[config.mk]
export PLATFORM = sky130hd
export DESIGN_NAME = shift_writeback
export DESIGN_NICKNAME = d
export VERILOG_FILES = /design/src/rtl/gumnut_pkg.sv /design/src/rtl/gumnut_regfile.sv /design/src/rtl/shift_writeback.sv
export SDC_FILE = /design/constraint.sdc
export NUM_CORES = 1
export LEC_CHECK = 0
export ABC_CLOCK_PERIOD_IN_PS = 1700
export CAP_MARGIN = 40
export CORE_UTILIZATION = 25
export DETAILED_ROUTE_END_ITERATION = 8
export DONT_BUFFER_PORTS = 1
export HOLD_SLACK_MARGIN = 0.05
export SLEW_MARGIN = 20
export SYNTH_ARGS = -nofsm -noshare
export SYNTH_HDL_FRONTEND = slang
export SYNTH_HIERARCHICAL = 1
export SYNTH_SLANG_ARGS = --single-unit
[constraint.sdc]
create_clock -name clk_i -period 1.7 [get_ports clk_i]
set_input_delay 0.17 -clock clk_i [delete_from_list [all_inputs] [get_ports clk_i]]
set_output_delay 0.17 -clock clk_i [all_outputs]
set_load 0.03 [all_outputs]
[src/rtl/gumnut_pkg.sv]
// Shared Gumnut definitions: datapath width, register address width,
// shifter opcode encodings and flag bit positions within the flag vector.
package gumnut_pkg;

  localparam int DATA_W     = 8;
  localparam int REG_ADDR_W = 3;

  // Shift unit opcodes
  localparam logic [1:0] SHL = 2'b00;
  localparam logic [1:0] SHR = 2'b01;
  localparam logic [1:0] ROL = 2'b10;
  localparam logic [1:0] ROR = 2'b11;

  // Bit positions in the packed {C, Z} flag register
  localparam int FLAG_Z = 0;
  localparam int FLAG_C = 1;

endpackage

[src/rtl/gumnut_regfile.sv]
// Gumnut register file: one synchronous write port, one asynchronous read
// port. r0 has no storage; it always reads as zero and writes to it vanish.
// Ports:
//   clk_i, rst_i   clock and synchronous active-high reset (clears all regs)
//   we_i           write enable
//   waddr_i/wdata_i write address / data
//   raddr_i        read address
//   rdata_o        read data (combinational)
module gumnut_regfile #(
  parameter int DATA_W = 8,
  parameter int REG_N  = 8,
  localparam int AW    = $clog2(REG_N)
) (
  input  logic              clk_i,
  input  logic              rst_i,
  input  logic              we_i,
  input  logic [AW-1:0]     waddr_i,
  input  logic [DATA_W-1:0] wdata_i,
  input  logic [AW-1:0]     raddr_i,
  output logic [DATA_W-1:0] rdata_o
);

  logic [DATA_W-1:0] mem [1:REG_N-1];

  always_ff @(posedge clk_i) begin
    if (rst_i) begin
      for (int i = 1; i < REG_N; i++) mem[i] <= '0;
    end else if (we_i && (waddr_i != '0)) begin
      mem[waddr_i] <= wdata_i;
    end
  end

  assign rdata_o = (raddr_i == '0) ? '0 : mem[raddr_i];

endmodule

[src/rtl/shift_writeback.sv]
// Writeback stage behind the Gumnut shift unit. A one-entry holding register
// captures each shifter result under valid/ready, then commits it to the
// register file and Z/C flags. The rs read port bypasses the pending entry
// so a dependent shift issued the next cycle sees the youngest value.
// Ports:
//   clk_i, rst_i        clock, synchronous active-high reset
//   valid_i / ready_o   result handshake
//   rd_i, res_i, cout_i destination register, result, carry-out
//   stall_i             hold off commit (holding register retained)
//   flush_i             squash pending and incoming entries
//   rs_addr_i / rs_o    operand read port with bypass
//   z_o, c_o            zero and carry flags
//   commit_o            high in the cycle a commit happens
module shift_writeback #(
  parameter int DATA_W = 8,
  parameter int REG_N  = 8,
  localparam int AW    = $clog2(REG_N)
) (
  input  logic              clk_i,
  input  logic              rst_i,
  input  logic              valid_i,
  output logic              ready_o,
  input  logic [AW-1:0]     rd_i,
  input  logic [DATA_W-1:0] res_i,
  input  logic              cout_i,
  input  logic              stall_i,
  input  logic              flush_i,
  input  logic [AW-1:0]     rs_addr_i,
  output logic [DATA_W-1:0] rs_o,
  output logic              z_o,
  output logic              c_o,
  output logic              commit_o
);

  import gumnut_pkg::*;

  logic              hv;
  logic [AW-1:0]     hrd;
  logic [DATA_W-1:0] hres;
  logic              hc;
  logic [1:0]        flags;

  logic              commit;
  logic              accept;
  logic [DATA_W-1:0] rf_rdata;

  // Flush outranks both stall and accept; a committing entry frees the slot
  // in the same cycle so full-rate streaming needs only one entry.
  assign commit   = hv && !stall_i && !flush_i && !rst_i;
  assign ready_o  = !rst_i && (!hv || commit);
  assign accept   = valid_i && ready_o && !flush_i;
  assign commit_o = commit;

  // Holding register control and flags
  always_ff @(posedge clk_i) begin
    if (rst_i) begin
      hv    <= 1'b0;
      flags <= '0;
    end else begin
      if (accept)                  hv <= 1'b1;
      else if (commit || flush_i)  hv <= 1'b0;
      // Flags update even for r0 targets so r0 can act as a compare sink.
      if (commit) begin
        flags[FLAG_Z] <= (hres == '0);
        flags[FLAG_C] <= hc;
      end
    end
  end

  // Holding register payload; qualified by hv so no reset is needed.
  always_ff @(posedge clk_i) begin
    if (accept) begin
      hrd  <= rd_i;
      hres <= res_i;
      hc   <= cout_i;
    end
  end

  gumnut_regfile #(
    .DATA_W (DATA_W),
    .REG_N  (REG_N)
  ) u_regfile (
    .clk_i   (clk_i),
    .rst_i   (rst_i),
    .we_i    (commit),
    .waddr_i (hrd),
    .wdata_i (hres),
    .raddr_i (rs_addr_i),
    .rdata_o (rf_rdata)
  );

  always_comb begin
    rs_o = rf_rdata;
    if (rs_addr_i == '0)               rs_o = '0;
    else if (hv && (hrd == rs_addr_i)) rs_o = hres;
  end

  assign z_o = flags[FLAG_Z];
  assign c_o = flags[FLAG_C];

endmodule

Word level (Yosys, flattened, before mapping)
Memory sizes are Yosys's and may differ from the RTL's.
Cells that the tools add are included.
{ "classes": {"eq_ne": 1, "mux": 12, "n_reduce_logical": 19} }
{ "ops": {"columns": ["operator", "n"], "rows": [
  ["two-way mux 8 bit", 3],
  ["logical AND 1 bit", 8],
  ["logical NOT 8 bit", 1],
  ["two-way mux 1 bit", 8],
  ["OR reduction 8 bit", 1],
  ["logical NOT 1 bit", 4],
  ["equality test 3 bit", 1],
  ["logical NOT 3 bit", 1],
  ["two-way mux 3 bit", 1],
  ["nonzero test 3 bit", 1],
  ["logical OR 1 bit", 2],
  ["nonzero test 2 bit", 1]
]} }
{ "word_totals": {"reg_bits": 15, "ramBits": 56, "input_bits": 20, "output_inout_bits": 12, "elab_cells": 38, "mem_count": 1} }
{ "mem_list": {"columns": ["name", "depth", "word_bits", "rd", "rd_clocked_by_memory_dff", "wr", "line", "rtl"], "rows": [
  ["u_regfile.mem", 7, 8, 1, 0, 7, "gumnut_regfile.sv:23", "logic [DATA_W-1:0] mem [1:REG_N-1];"]
]} }

Longest topological paths before layout
{ "depth": {"word_depth": 10, "ltp_mapped": 7, "ltp_nobuf": 5} }

Cells and area by module
Netlist, hierarchy kept.
{ "by_module_without_submodules": {"columns": ["module", "n_inst", "cells_per_inst", "area_each_um2", "seq_area_each_um2"], "rows": [
  ["gumnut_regfile", 1, 190, 2687.6, 1681.6],
  ["shift_writeback", 1, 62, 730.7, 420.4]
]} }

Worst setup path before layout
No wires, ideal clock.
{ "synth_timing": {"path_kind": "flip-flop to flip-flop", "from": "register hv", "to": "memory u_regfile.mem[4][0], enable pin", "setup_ns": 0.309, "arrival_ns": 1.791, "t_required_ns": 1.391, "path_slack_ns": -0.401, "path_stages_with_launch": 5, "n_path_buf": 0, "synth_period_minus_slack_ns": 2.101, "cell_sequence": "dfxtp_1 > nor4b_4 > or3b_4 > nor2_4 > or2_2"} }
{ "synth_rtl": {"columns": ["element", "line", "rtl"], "rows": [
  ["start: declaration", "shift_writeback.sv:37", "logic hv;"],
  ["start signal: assignment", "shift_writeback.sv:57", "hv <= 1'b0;"],
  ["start signal: assignment", "shift_writeback.sv:60", "if (accept) hv <= 1'b1;"],
  ["start signal: assignment", "shift_writeback.sv:61", "else if (commit || flush_i) hv <= 1'b0;"],
  ["end: declaration", "gumnut_regfile.sv:23", null]
]} }

Worst setup path after layout
{ "layout_timing": {"from": "memory u_regfile.mem[1][3]", "to": "output port rs_o[3]"} }
{ "layout_via": {"elab_chain_cells": 3} }
{ "layout_lines": {"columns": ["element", "line", "rtl"], "rows": [
  ["memory (7 x 8 bit)", null, null],
  ["named net rf_rdata[3]", "shift_writeback.sv:45", "logic [DATA_W-1:0] rf_rdata;"],
  ["two-way mux 8 bit", "shift_writeback.sv:95", "else if (hv && (hrd == rs_addr_i)) rs_o = hres;"],
  ["two-way mux 8 bit", "shift_writeback.sv:94", "if (rs_addr_i == '0) rs_o = '0;"],
  ["end: declaration", "shift_writeback.sv:29", "output logic [DATA_W-1:0] rs_o,"]
]} }
The timed path passes the listed nets, and every way through them passes these cells.

==> reports/results.txt <==
failing checks = setup timing
commonest non-fill, non-tap cell in the layout = edfxtp_1
post-route ant nets = 0
number of fill cells in the layout = 1322
number of synthesis warnings = 6
Worst Path Max Fanout = 1
outcome = finished, violations left
syn_area_per_cell = 13.56 um2
Die Width = 118.9 um
global-route wire length before repair = 12.17 mm
CP cell instances = mux2_2, a221oi_1, a311oi_1, nand2_1, mux2i_2, buf_4
Reg2Reg Setup Slack = 50 ps
Worst path slowest cell = edfxtp_1
FF+latch count, synth = 71
Synth Instances = 252
Clk pin slew, worst setup/hold paths = 60 ps
Final Cycle Share = 113.1%
min cycle time layout = 1922 ps
Overall Global Routing Usage = 11.60%
Die ar. = 0.01414 mm2
WS Path Type = flop to output pin
Rows = 42
IO Pins = 32
Critical Path RT = 1530 ps
sequential area share after synthesis = 61.49%
Worst Setup End Kind = output pin
EDFF count, synth = 68
initial antenna violation count = 0
layout cell share with drive strength beyond 1 = 27.52%
Tightest Hold Check Type = primary input to flop
skew final = 3.326 ps
RSZ-0062 raised after global routing = true
most frequent cells in the layout = 68 x edfxtp_1, 56 x and2_1, 20 x buf_4
Max-slew headroom = 67.37%
Synth cell types = 34
post-DR wirelength/cell = 16.39 um
CTS buffer count = 9
GP Congestion = 0.7004
DP Worst Slack = 37.98 ps
Pre-antenna DRT Iters = 4
Pwr Total = 4.368 mW
DRC = 0
CTS tree = yes
predominant post-synthesis flop cell = edfxtp_1
vias in the first global route = 2220
Final Hold Vio Count = 0
diode count = 0
DIE HEIGHT = 118.9 um
Post-Route WL = 7.767 mm
initial drt markers = 159
via count = 2121
MaxCap Viol Count = 0
Worst VDD drop = 635.5 uV
clock sink total = 71
Setup crit start kind = flop
clock buffer depth = 2
Max stage delay on crit path = 360 ps
Fmax = 520.2 MHz
Leak = 1.569 nW
async set-reset flop share out of synthesis = 0%
final global-route overflow total = 0
area grow syn2layout = 27.12%
Setup violations, final = 8
worst-margin pin slew = 489.5 ps
CTS Root Cell = clkbuf_16
post-layout util = 32.68%
setup slack after layout = -222.5 ps
DP HPWL = 5.236 mm
Netlist Area Pre-Place = 0.003418 mm2
Syn Nets = 272
Power Density = 1005 mW/mm2
largest net degree at the start of global routing = 36
max-slew violation count = 0
core area = 0.01330 mm2
H-tree level count = 3
vias per cell = 4.475
Post-layout nets = 313
I/O Buffers = 0
insertion delay to the later sink of the worst-skew pair = 330 ps
Initial Utilization = 25.71%
WP data arrival = 1750 ps
## worst max-delay path: cells and delay by family (launching register included)
kind | cells | cell delay, ps
compound gates | 2 | 450
buf+inv | 1 | 170
flops | 1 | 360
mux | 2 | 340
simple gates | 1 | 90
## registers in the layout (all words and copies together), names as in the netlist
signal,count
hc,1
flags,2
u_regfile/mem,56
hres,8
hv,1
hrd,3
## final cells by class
cell class / count / area, um2 / area share (%)
Sequential cell: 71 / 2103 / 48.40
Timing Repair Buffer: 42 / 387.9 / 8.926
Tap cell: 176 / 220.2 / 5.068
Multi-Input combinational cell: 169 / 1311 / 30.18
Clock inverter: 7 / 97.59 / 2.246
Clock buffer: 9 / 225.2 / 5.183
## through the flow
| stage | area, um2 | setup TNS, ps | cells | hold slack (ps) |
|---|---|---|---|---|
| 2_1_floorplan | 3462 | -18750 | 252 | 239.4 |
| 3_3_place_gp | 3775 | 0 | 440 | 240.3 |
| 3_5_place_dp | 3775 | 0 | 440 | 243.8 |
| 4_1_cts | 4327 | -1612 | 473 | 112.8 |
| 5_1_grt | 4345 | -2058 | 474 | 112.3 |
| 6_report | 4345 | -1564 | 474 | 115.1 |
## path summary, 6_finish.rpt
kind                                     start                                end  depth (start not counted)
max          u_regfile/mem[1][3]$_SDFFCE_PN0P_                            rs_o[3]                          6
min                                    stall_i                       hc$_DFFE_PP_                          1
max reg2reg                   hrd[1]$_DFFE_PP_  u_regfile/mem[5][5]$_SDFFCE_PN0P_                          5
min reg2reg                       hc$_DFFE_PP_              flags[1]$_SDFFE_PP0P_                          2
## synthesized netlist by cell type (all sizes together) (3+ instances only)
master / number / area, um2
edfxtp: 68 / 2042
and2: 56 / 350.3
nand2: 19 / 71.32
mux2i: 16 / 160.2
buf: 11 / 96.34
nor2b: 9 / 56.30
a211oi: 8 / 60.06
a221oi: 8 / 82.58
a311oi: 8 / 70.07
mux2: 8 / 97.59
nor2: 7 / 48.79
or2: 7 / 43.79
nand2b: 5 / 31.28
dfxtp: 3 / 60.06
xnor2: 3 / 26.28
## power by group
part	total, mW	leakage [nW]	internal, mW	switching, mW
combinational	0.346	0.716	0.166	0.180
sequential	2.01	0.701	1.97	0.0325
clock	2.02	0.152	1.29	0.730
total	4.37	1.57	3.43	0.942
## per-layer routing
| layer | wire [um] | vias up | share of wire (%) | global-route usage, % |
|---|---|---|---|---|
| li1 | - | 1017 | - | - |
| met1 | 3299 | 1038 | 42 | 13.58 |
| met2 | 3958 | 52 | 51 | 20.50 |
| met3 | 370 | 14 | 4.8 | 2.969 |
| met4 | 137 | 0 | 1.8 | 3.956 |
| met5 | 0 | - | 0 | 0 |
## repair_timing
| item | CTS | global route |
|---|---|---|
| endpoints found under the setup margin | 8 | 8 |
| setup buffers | 2 | 1 |
| endpoints found under the hold margin | 15 | 0 |
| hold buffers | 15 | 0 |
| resized for setup | 13 | 2 |
| pin swaps | 2 | 1 |
## cells by family (layout without fill, tap and decap cells)
kind of cell              count (synthesis)  in the layout  synth area share, %
and+or+nand+nor                         113            113                20.24
DFF                                      71             71                61.49
AOI/OAI and AO/OA                        29             29                7.028
muxes                                    24             24                7.540
buffers and inverters                    12             58                2.928
xor gates and xnor gates                  3              3               0.7688
Note: power is estimated with default switching activity, not from simulation.
